`config.mk`:
```
export PLATFORM = sky130hd
export DESIGN_NAME = m_sw_ctrl
export DESIGN_NICKNAME = d
export VERILOG_FILES = /design/src/rtl/m_sw_ctrl.sv
export SDC_FILE = /design/constraint.sdc
export NUM_CORES = 1
export LEC_CHECK = 0
export ABC_CLOCK_PERIOD_IN_PS = 2400
export CORE_MARGIN = 2
export CORE_UTILIZATION = 35
export DETAILED_ROUTE_END_ITERATION = 10
export SETUP_SLACK_MARGIN = 0.4
export SLEW_MARGIN = 0
export SYNTH_ARGS = -nofsm -noshare
export SYNTH_HDL_FRONTEND = slang
export SYNTH_SLANG_ARGS = --single-unit
```
`constraint.sdc`:
```
create_clock -name clk -period 2.4 [get_ports clk]
set_input_delay 0.24 -clock clk [delete_from_list [all_inputs] [get_ports clk]]
set_output_delay 0.24 -clock clk [all_outputs]
set_load 0.01 [all_outputs]
```
`src/rtl/m_sw_ctrl.sv`:
```
// Stopwatch run/pause/lap/clear controller.
// Turns synchronized button levels into rising-edge events, sequences the
// stopwatch FSM, prescales clk into a one-cycle count enable for the digit
// chain and issues a one-cycle synchronous clear to that chain.
//
//   state | meaning
//   ------+---------------------------------------------------------------
//   IDLE  | stopped and cleared; ss starts, clr re-clears
//   RUN   | counting; ss pauses, lap freezes the display
//   PAUSE | stopped with partial tick kept; ss resumes, clr returns to IDLE
//   LAP   | counting with display frozen; lap resumes display, ss pauses
module m_sw_ctrl #(
   parameter int DIV   = 1000000,
   parameter int DIV_W = 20
) (
   input  logic       clk,
   input  logic       rst,
   input  logic       btn_ss,
   input  logic       btn_lap,
   input  logic       btn_clr,
   output logic       tick_en,
   output logic       cnt_clr,
   output logic       running,
   output logic       disp_hold,
   output logic [3:0] lap_cnt,
   output logic [1:0] state
);

   typedef enum logic [1:0] {
      ST_IDLE  = 2'b00,
      ST_RUN   = 2'b01,
      ST_PAUSE = 2'b10,
      ST_LAP   = 2'b11
   } st_t;

   localparam logic [DIV_W-1:0] DIV_LAST = DIV_W'(DIV - 1);
   localparam logic [3:0]       LAP_MAX  = 4'd9;

   st_t              st_q;
   st_t              st_d;
   logic             ss_q;
   logic             lap_q;
   logic             clr_q;
   logic             ss_rise;
   logic             lap_rise;
   logic             clr_rise;
   logic [3:0]       lap_cnt_q;
   logic [3:0]       lap_cnt_d;
   logic             clr_hon;
   logic [DIV_W-1:0] div_cnt;
   logic             counting;
   logic             div_wrap;

   assign ss_rise  = btn_ss  & ~ss_q;
   assign lap_rise = btn_lap & ~lap_q;
   assign clr_rise = btn_clr & ~clr_q;

   // Counting follows the pre-edge state, so a stop on a wrap edge still ticks.
   assign counting = (st_q == ST_RUN) || (st_q == ST_LAP);
   assign div_wrap = counting && (div_cnt == DIV_LAST);

   // Button history registers; reset to 1 so a button held through reset is not an event.
   always_ff @(posedge clk) begin
      if (rst) begin
         ss_q  <= 1'b1;
         lap_q <= 1'b1;
         clr_q <= 1'b1;
      end else begin
         ss_q  <= btn_ss;
         lap_q <= btn_lap;
         clr_q <= btn_clr;
      end
   end

   // State, lap counter and clear pulse registers.
   always_ff @(posedge clk) begin
      if (rst) begin
         st_q      <= ST_IDLE;
         lap_cnt_q <= 4'd0;
         cnt_clr   <= 1'b0;
      end else begin
         st_q      <= st_d;
         lap_cnt_q <= lap_cnt_d;
         cnt_clr   <= clr_hon;
      end
   end

   // Next-state decode; clr beats ss beats lap, and an ignored event never blocks a lower one.
   always_comb begin
      st_d      = st_q;
      lap_cnt_d = lap_cnt_q;
      clr_hon   = 1'b0;
      unique case (st_q)
         ST_IDLE: begin
            if (clr_rise) begin
               clr_hon   = 1'b1;
               lap_cnt_d = 4'd0;
            end else if (ss_rise) begin
               st_d = ST_RUN;
            end
         end
         ST_RUN: begin
            if (ss_rise) begin
               st_d = ST_PAUSE;
            end else if (lap_rise) begin
               st_d      = ST_LAP;
               lap_cnt_d = (lap_cnt_q >= LAP_MAX) ? LAP_MAX : lap_cnt_q + 4'd1;
            end
         end
         ST_LAP: begin
            if (ss_rise) begin
               st_d = ST_PAUSE;
            end else if (lap_rise) begin
               st_d = ST_RUN;
            end
         end
         ST_PAUSE: begin
            if (clr_rise) begin
               st_d      = ST_IDLE;
               clr_hon   = 1'b1;
               lap_cnt_d = 4'd0;
            end else if (ss_rise) begin
               st_d = ST_RUN;
            end
         end
         default: st_d = ST_IDLE;
      endcase
   end

   // Prescaler: advances while counting, holds in PAUSE, zeroed by an honored clear.
   always_ff @(posedge clk) begin
      if (rst) begin
         div_cnt <= '0;
         tick_en <= 1'b0;
      end else begin
         tick_en <= div_wrap;
         if (clr_hon) begin
            div_cnt <= '0;
         end else if (counting) begin
            div_cnt <= div_wrap ? '0 : div_cnt + 1'b1;
         end
      end
   end

   assign running   = (st_q == ST_RUN) || (st_q == ST_LAP);
   assign disp_hold = (st_q == ST_LAP);
   assign lap_cnt   = lap_cnt_q;
   assign state     = st_q;

endmodule

```
==> metrics.csv, run 1 <==
metric,value,unit
area_growth,20.7,%
period_minus_slack,1.83,ns
end_kind,flip-flop,
min_from,div_cnt[18]$_SDFFE_PP0P_,
start_util,36.7,%
critPathLaunchType,flip-flop,
r2r_cells,4,
cp-startpoint,div_cnt[2]$_SDFFE_PP0P_,
grt_pass1_wl,5490,µm
dpl.hpwl,2210,µm
synth-main-ff-cell,dfxtp_1,
worstPathRequired,2.63,ns
fin_nets,194,
cts_setup_buffers,0,
drtPass1Iterations,4,
cts_max_level,2,
cts_buffer_depth,2,
cts_tree,yes,
maxCapViolCount,0,
path_cells,and4_1 -> nand4_2 -> or4_1 -> a21oi_1,
rsz0062_at_grt,no,
syn_nets,178,
slew_violations,0,
synth_top_cell_by_area,dfxtp_1,
final.fill_count,414,
cts_inserted_buffers,5,
setup_viol,0,
fmax,0.546,GHz
hold_class,flip-flop to flip-flop,
grt.total_usage,15.8,%
gr-total-overflow,0,
critical-path-max-stage-delay,0.52,ns
seqPwrFrac,47.5,%
yosysMostFrequentCell,dfxtp_1,
cts_sinks,31,
ys_seq_area_share,42.0,%
cp_slowest_cell,or4_1,
synth_cell_types,36,
max-slew-margin-rel,68.4,%
worstPathMaxFanout,9,
yosys_warnings,0,
clkTransAtPathRegs,0.07,ns
ir_drop,0.328,mV
multi_input_area,813,µm²
combPwrFrac,4.0,%
async_flop_share,0,%
critPathKind,flip-flop to flip-flop,
cts_root_buf,clkbuf_8,
cellPowerDensity,617,nW/µm²
synth-edff-count,0,
hold_viol_final,0,
critPathCapture,div_cnt[19]$_SDFFE_PP0P_,
period_share,76.3,%
tns,0,ns
clk_latency,0.29,ns
p_sw,0.226,mW
clock_skew,0.00822,ns
viasPerCell,5.28,
port_buffers,14,
core_area,4030,µm²
io-pin-count,15,
leakage,0.607,nW
switching_share,20.5,%
synth_area,1480,µm²
status,finished clean,
regArea,621,µm²
drt-wirelength-per-cell,13.3,µm
worst_pin_slew,0.472,ns
die_area,4760,µm²
ys_ff_latch,31,
avgSynthCellArea,8.74,µm²
vias,1247,
arrival,2.06,ns
postRouteWirelength,3140,µm
antenna_left,0,
grt_pass1_vias,1232,
timing.rr.end,div_cnt[19]$_SDFFE_PP0P_,
netlist_top_cells_count,"dfxtp_1, a21oi_1, nor2_1",
clockPowerShare,48.5,%
diodes,0,
drive_gt1_share,8.60,%
die_w,69.0,µm
synth_top_area_share,42.0,%
rr_startpoint,div_cnt[2]$_SDFFE_PP0P_,
globalplace.congestion,0.795,
power.internal,0.875,mW
grt_antenna_before_repair,0,
regToRegSetupSlack,0.57,ns
hold_slack,0.492,ns
drtIter0Drc,83,
syn_inst,169,
grt_max_degree,19,
route.detailed.drc,0,
yosys-top-cells-area,"dfxtp_1, xor2_1, a21oi_1",
chipHeight,69.0,µm
rows,23,
## critical path: cells and delay by family, from the launching register on
| kind | cells | cell delay [ns] |
|---|---|---|
| compound gates | 1 | 0.14 |
| flops | 1 | 0.38 |
| simple gates | 3 | 1.23 |
## power by group through the flow
| stage | sequential [mW] | combinational, mW | clock (mW) |
|---|---|---|---|
| after detailed placement | 0.534 | 0.0441 | 0 |
| after global placement | 0.534 | 0.0430 | 0 |
| after global routing | 0.523 | 0.0497 | 0.563 |
| final | 0.523 | 0.0444 | 0.534 |
| after CTS | 0.523 | 0.0442 | 0.546 |
| after floorplan | 0.535 | 0.0236 | 0 |
## worst min path at each step
stage                                           to  cells past startpoint  slack, ns
after floorplan                 tick_en$_SDFF_PP0_                      1       0.32
after global placement    div_cnt[18]$_SDFFE_PP0P_                      2       0.47
after detailed placement  div_cnt[18]$_SDFFE_PP0P_                      2       0.48
after CTS                 div_cnt[18]$_SDFFE_PP0P_                      2       0.49
after global routing      div_cnt[19]$_SDFFE_PP0P_                      2       0.53
final                     div_cnt[18]$_SDFFE_PP0P_                      2       0.49
## metrics by stage
stage | cells | instance area [µm²] | power, mW | worst slack (ns) | util, %
2_1_floorplan | 169 | 1480 | 0.559 | 0.773 | -
3_3_place_gp | 228 | 1660 | 0.577 | 0.560 | 41.2
3_5_place_dp | 228 | 1660 | 0.579 | 0.467 | 41.2
4_1_cts | 236 | 1780 | 1.11 | 0.446 | 44.1
5_1_grt | 236 | 1780 | 1.14 | 0.432 | 44.3
6_report | 236 | 1780 | 1.10 | 0.568 | 44.3
## cells by family after synthesis
| family | count (synthesis) | share of synthesized area [%] |
|---|---|---|
| buf+inv | 12 | 3.47 |
| fa+ha+maj | 4 | 3.39 |
| simple gates | 80 | 32.1 |
| compound gates | 32 | 13.1 |
| xor+xnor | 10 | 5.93 |
| flops | 31 | 42.0 |
## flip-flops by register name, indices dropped and copies added (netlist names)
signal,flops
clr_q,1
cnt_clr,1
div_cnt,20
lap_cnt,4
lap_q,1
ss_q,1
state,2
tick_en,1
## what timing repair did
item,4_1_cts,5_1_grt
setup endpoints to repair,0,18
hold buffers,0,0
resized for setup,0,1
## cell type report
type / instances / share of cell area (%)
Timing Repair Buffer: 15 / 8.27
Multi-Input combinational cell: 126 / 45.6
Clock buffer: 6 / 4.63
Tap cell: 50 / 3.51
Sequential cell: 31 / 34.8
Inverter: 6 / 1.26
Clock inverter: 2 / 1.96
## placed cells by master, fill, tap and decap left out, types with 2 or more instances in the layout
master / instances
dfxtp_1: 31
nand4_1: 6
nor3b_1: 3
a21oi_1: 15
and4_1: 2
nand2b_1: 3
nand2_1: 11
nand4b_1: 2
clkbuf_8: 6
and2_1: 4
ha_1: 4
and3_1: 4
nor4b_1: 3
nand3_1: 8
inv_1: 6
clkdlybuf4s50_1: 14
or3_1: 5
or4_1: 5
xor2_1: 9
o21ai_0: 5
nor4_1: 3
o31ai_1: 6
nor2_1: 14
or2_2: 3
## routing by layer
metal,vias to the layer above,part of all wire [%],GRT usage (%)
li1,644,-,-
met1,568,46,18.4
met2,29,47,25.8
met3,6,4.9,4.55
met4,0,1.9,8.82
met5,-,0,0
No activity file was read; power rests on OpenSTA's default activity.
==> inputs of run 2 (changes only) <==
- ABC_CLOCK_PERIOD_IN_PS: 2400 -> 1500
- clock period: 2.4 -> 1.5 ns (I/O delays scaled with it)
==> run 2 against run 1 <==
- first-iteration DRC count down 20%
- largest cell class unchanged
- register-to-register slack worse by 0.52 ns
- design area up 32%
==> metrics.csv, run 2 (synthesis gave the netlist of run 1 again) <==
metric,value,unit
status,finished clean,
largest_reg_flops,20,
leakage,0.883,nW
cts_tree,yes,
rsz0062_at_grt,yes,
gr-total-overflow,0,
cts_sinks,31,
cts_buffer_depth,2,
regToRegSetupSlack,0.05,ns
rows,23,
grt_antenna_before_repair,0,
port_buffers,14,
post-route-util,58.6,%
dpl.hpwl,2610,µm
die_w,69.0,µm
r2r_cells,5,
core_area,4030,µm²
power.internal,1.43,mW
tns,0,ns
cellPowerDensity,769,nW/µm²
combPwrFrac,7.5,%
worstPathMaxFanout,8,
fin_area,2360,µm²
chipHeight,69.0,µm
rr_startpoint,state[0]$_SDFFE_PP0P_,
seqPwrFrac,45.6,%
max-slew-margin-rel,78.7,%
cts_root_buf,clkbuf_8,
cp_slowest_cell,dfxtp_4,
grt_max_degree,19,
grt_pass1_wl,6350,µm
fmax,0.690,GHz
antenna_left,0,
hold_viol_final,0,
period_minus_slack,1.45,ns
hold_path_end,lap_q$_SDFF_PP1_,
clk_latency,0.28,ns
path_cells,and4_4 -> nand3_4 -> buf_4 -> o31ai_1 -> a21oi_2,
vias,1456,
switching_share,21.1,%
maxCapViolCount,0,
final.fill_count,366,
critical-path-max-stage-delay,0.35,ns
fin_nets,230,
postRouteWirelength,4050,µm
grt_pass1_vias,1418,
drtPass1Iterations,6,
regArea,666,µm²
cts_max_level,2,
drtIter0Drc,66,
p_sw,0.382,mW
arrival,1.61,ns
worstHoldPathCells,3,
critPathLaunchType,flip-flop,
start_util,36.7,%
cts_inserted_buffers,5,
io-pin-count,15,
top_register,div_cnt,
fin_total_pwr,1.81,mW
end_kind,flip-flop,
drt-wirelength-per-cell,14.9,µm
timing.rr.end,div_cnt[12]$_SDFFE_PP0P_,
final_cell_mix,"buf_4, nor2_1, dfxtp_2",
final_common_cell,buf_4,
critPathKind,flip-flop to flip-flop,
route.detailed.drc,0,
clockPowerShare,46.9,%
slew_violations,0,
postPlaceCellArea,1910,µm²
viasPerCell,5.35,
die_area,4760,µm²
multi_input_area,1010,µm²
grt.total_usage,18.3,%
area_growth,59.7,%
drive_gt1_share,49.5,%
worst_pin_slew,0.318,ns
globalplace.congestion,0.769,
period_share,96.6,%
setup_viol,0,
ir_drop,0.472,mV
hold_class,input port to flip-flop,
clkTransAtPathRegs,0.07,ns
worstPathRequired,1.67,ns
min_from,btn_lap,
clock_skew,0.00442,ns
cp-startpoint,state[0]$_SDFFE_PP0P_,
diodes,0,
[run 2: cell types whose count changed in the layout (fill, tap and decap cells not counted), moves of 4 or more]
| cell | delta |
|---|---|
| buf_6 | +8 |
| inv_1 | -4 |
| dfxtp_1 | -20 |
| dfxtp_4 | +8 |
| clkdlybuf4s50_1 | -11 |
| buf_4 | +27 |
| dlygate4sd2_1 | +4 |
| a21oi_1 | -4 |
| dfxtp_2 | +12 |
| a21oi_2 | +4 |
[run 2: worst max-delay path, delay by kind of cell, from the launching register on]
kind,cells,cell delay (ns)
flops,1,0.35
compound gates,2,0.41
simple gates,2,0.39
buf+inv,1,0.17
[run 2: worst max-delay path by stage]
stage | end | slack, ns
after global placement | div_cnt[12]$_SDFFE_PP0P_ | -0.01
after global routing | div_cnt[0]$_SDFFE_PP0P_ | -0.03
after CTS | div_cnt[18]$_SDFFE_PP0P_ | 0.08
after detailed placement | lap_cnt[0]$_SDFFE_PP0P_ | -0.05
final | div_cnt[12]$_SDFFE_PP0P_ | 0.05
after floorplan | div_cnt[14]$_SDFFE_PP0P_ | 0.06
[run 2: power by group through the flow]
stage / Combinational [mW] / Sequential (mW) / Clock (mW)
final: 0.137 / 0.827 / 0.850
after global routing: 0.147 / 0.827 / 0.932
after CTS: 0.101 / 0.832 / 0.869
after detailed placement: 0.0970 / 0.853 / 0
after global placement: 0.0946 / 0.853 / 0
after floorplan: 0.0433 / 0.854 / 0
[run 2: layer usage]
metal | track usage (%) | wire length, µm | vias up
met4 | 6.86 | 60 | 0
met1 | 20.3 | 1750 | 711
met2 | 32.8 | 2110 | 21
li1 | - | - | 717
met5 | 0 | 0 | -
met3 | 5.52 | 134 | 7
[run 2: through the flow]
stage	cells	hold WS (ns)	worst slack, ns
CTS	261	0.324	0.0764
detailed placement	251	0.496	-0.0480
global route	272	0.344	-0.0261
finish	272	0.336	0.0514
floorplan	169	0.226	0.0605
global placement	251	0.474	-0.0115
[run 2: layout make-up]
type / count / area share, %
clock buffer: 6 / 3.50
clock inverter: 2 / 1.48
inverter: 6 / 1.48
multi-input combinational: 126 / 42.9
sequential: 31 / 28.2
tap: 50 / 2.65
timing repair buffer: 51 / 19.7
[run 2: what timing repair did]
action                                 4_1_cts  5_1_grt
setup buffers                                2       11
hold buffers                                 0        0
gates resized for setup                     49       53
setup endpoints to repair                   36       35
pin swaps                                   11       20
endpoints found under the hold margin        0        0
==> inputs of run 3 (changes only) <==
- TNS_END_PERCENT: unset -> 30
==> run 3 against run 2 <==
- hold slack got worse by 0.19 ns
- cell count rose by 2.2%
- sequential power rose by 0.5%
- global-route usage fell by 0.57 points
- register-to-register slack got worse by 0.04 ns
- sequential share of layout area rose by 0.65 points
- critical path depth fell by 1
- count of clock-buffer cells in the layout rose by 1
- combinational power fell by 23%
- core utilization fell by 2.0 points
- fmax fell by 2.6%
- largest cell class unchanged
- largest power group is now sequential cells
- highest routed layer unchanged
==> metrics.csv, run 3 (synthesis gave the netlist of run 1 again) <==
metric,value,unit
max-slew-margin-rel,78.5,%
final_cell_count_no_fill,278,
postPlaceCellArea,1920,µm²
arrival,1.71,ns
rsz0062_at_grt,yes,
place_inst,259,
setup_viol,0,
globalplace.congestion,0.766,
largest_reg_flops,20,
final_common_cell,buf_4,
period_share,99.1,%
grt_antenna_before_repair,0,
cts_sinks,31,
place_ws,-0.0963,ns
critPathLaunchType,flip-flop,
chipHeight,69.0,µm
die_w,69.0,µm
clock_skew,0.00545,ns
grt_pass1_wl,6240,µm
antenna_left,0,
hold_viol_final,0,
leakage,0.961,nW
post-route-util,56.6,%
grt.total_usage,17.8,%
dpl.hpwl,2480,µm
drtPass1Iterations,4,
cts_max_level,2,
status,finished clean,
postRouteWirelength,3800,µm
tns,0,ns
worstPathRequired,1.72,ns
clkTransAtPathRegs,0.07,ns
clk_latency,0.28,ns
cp_slowest_cell,or4_1,
drtIter0Drc,53,
maxCapViolCount,0,
path_cells,and4_4 -> nand4_4 -> or4_1 -> a21oi_2,
holdBufCountCts,0,
hold_class,input port to flip-flop,
vias,1435,
top_register,div_cnt,
cts_buffer_depth,2,
timing.final.ws_setup,0.0132,ns
die_area,4760,µm²
diodes,0,
start_util,36.7,%
critical-path-max-stage-delay,0.51,ns
drive_gt1_share,46.1,%
slew_violations,0,
cts_tree,yes,
io-pin-count,15,
period_minus_slack,1.49,ns
worst_pin_slew,0.321,ns
core_area,4030,µm²
area_growth,54.4,%
fin_area,2280,µm²
rows,23,
drt-wirelength-per-cell,13.7,µm
worstPathMaxFanout,4,
ir_drop,0.354,mV
end_kind,flip-flop,
critPathKind,flip-flop to flip-flop,
route.detailed.drc,0,
grt_max_degree,16,
grt_pass1_vias,1451,
cts_root_buf,clkbuf_8,
port_buffers,14,
final_cell_mix,"buf_4, dfxtp_2, nor2_1",
gr-total-overflow,0,
cellPowerDensity,689,nW/µm²
fin_total_pwr,1.57,mW
hold_slack,0.146,ns
viasPerCell,5.16,
cts_inserted_buffers,5,
fmax,0.673,GHz
fin_nets,236,
run 3: cell types whose count changed in the layout (fill, tap and decap cells not counted), sizes merged:
cell,change
buf,+3
bufinv,-1
dlygate4sd2,-4
dlymetal6s2s,+8
run 3: area by class of cell:
type                            instances  area [µm²]
Tap cell                               50        62.6
Multi-Input combinational cell        126         956
Clock inverter                          1        5.00
Sequential cell                        31         658
Timing Repair Buffer                   57         500
Inverter                                6        22.5
Fill cell                             347        1750
Clock buffer                            7        76.3
run 3: worst paths after layout:
check | to | startpoint | slack [ns] | depth (start not counted)
worst max-delay path | div_cnt[19]$_SDFFE_PP0P_ | state[0]$_SDFFE_PP0P_ | 0.01 | 4
worst min-delay path | lap_q$_SDFF_PP1_ | btn_lap | 0.15 | 2
worst max register to register | div_cnt[19]$_SDFFE_PP0P_ | state[0]$_SDFFE_PP0P_ | 0.01 | 4
worst min register to register | div_cnt[14]$_SDFFE_PP0P_ | div_cnt[14]$_SDFFE_PP0P_ | 0.49 | 2
run 3: worst max-delay path: cells and delay by family (launching register included):
| family | cells | cell delay (ns) |
|---|---|---|
| AO/OA/AOI/OAI | 1 | 0.16 |
| flip-flops | 1 | 0.35 |
| AND/OR/NAND/NOR | 3 | 0.92 |
run 3: routing by layer:
metal | GRT usage [%] | wire length (µm) | part of all wire, %
met3 | 6.33 | 141 | 3.7
met1 | 20.2 | 1690 | 44
met4 | 7.35 | 51 | 1.3
met5 | 0 | 0 | 0
met2 | 30.0 | 1920 | 50
run 3: what timing repair did:
action | 4_1_cts | 5_1_grt
resized for setup | 26 | 49
pin swaps | 8 | 13
setup endpoints to repair | 36 | 37
buffers inserted | 10 | 1
run 3: where the power goes:
group          switching (mW)  internal, mW  total, mW
clock network           0.311         0.325      0.636
logic                  0.0501        0.0548      0.105
registers             0.00649         0.824      0.831
total                   0.367          1.20       1.57
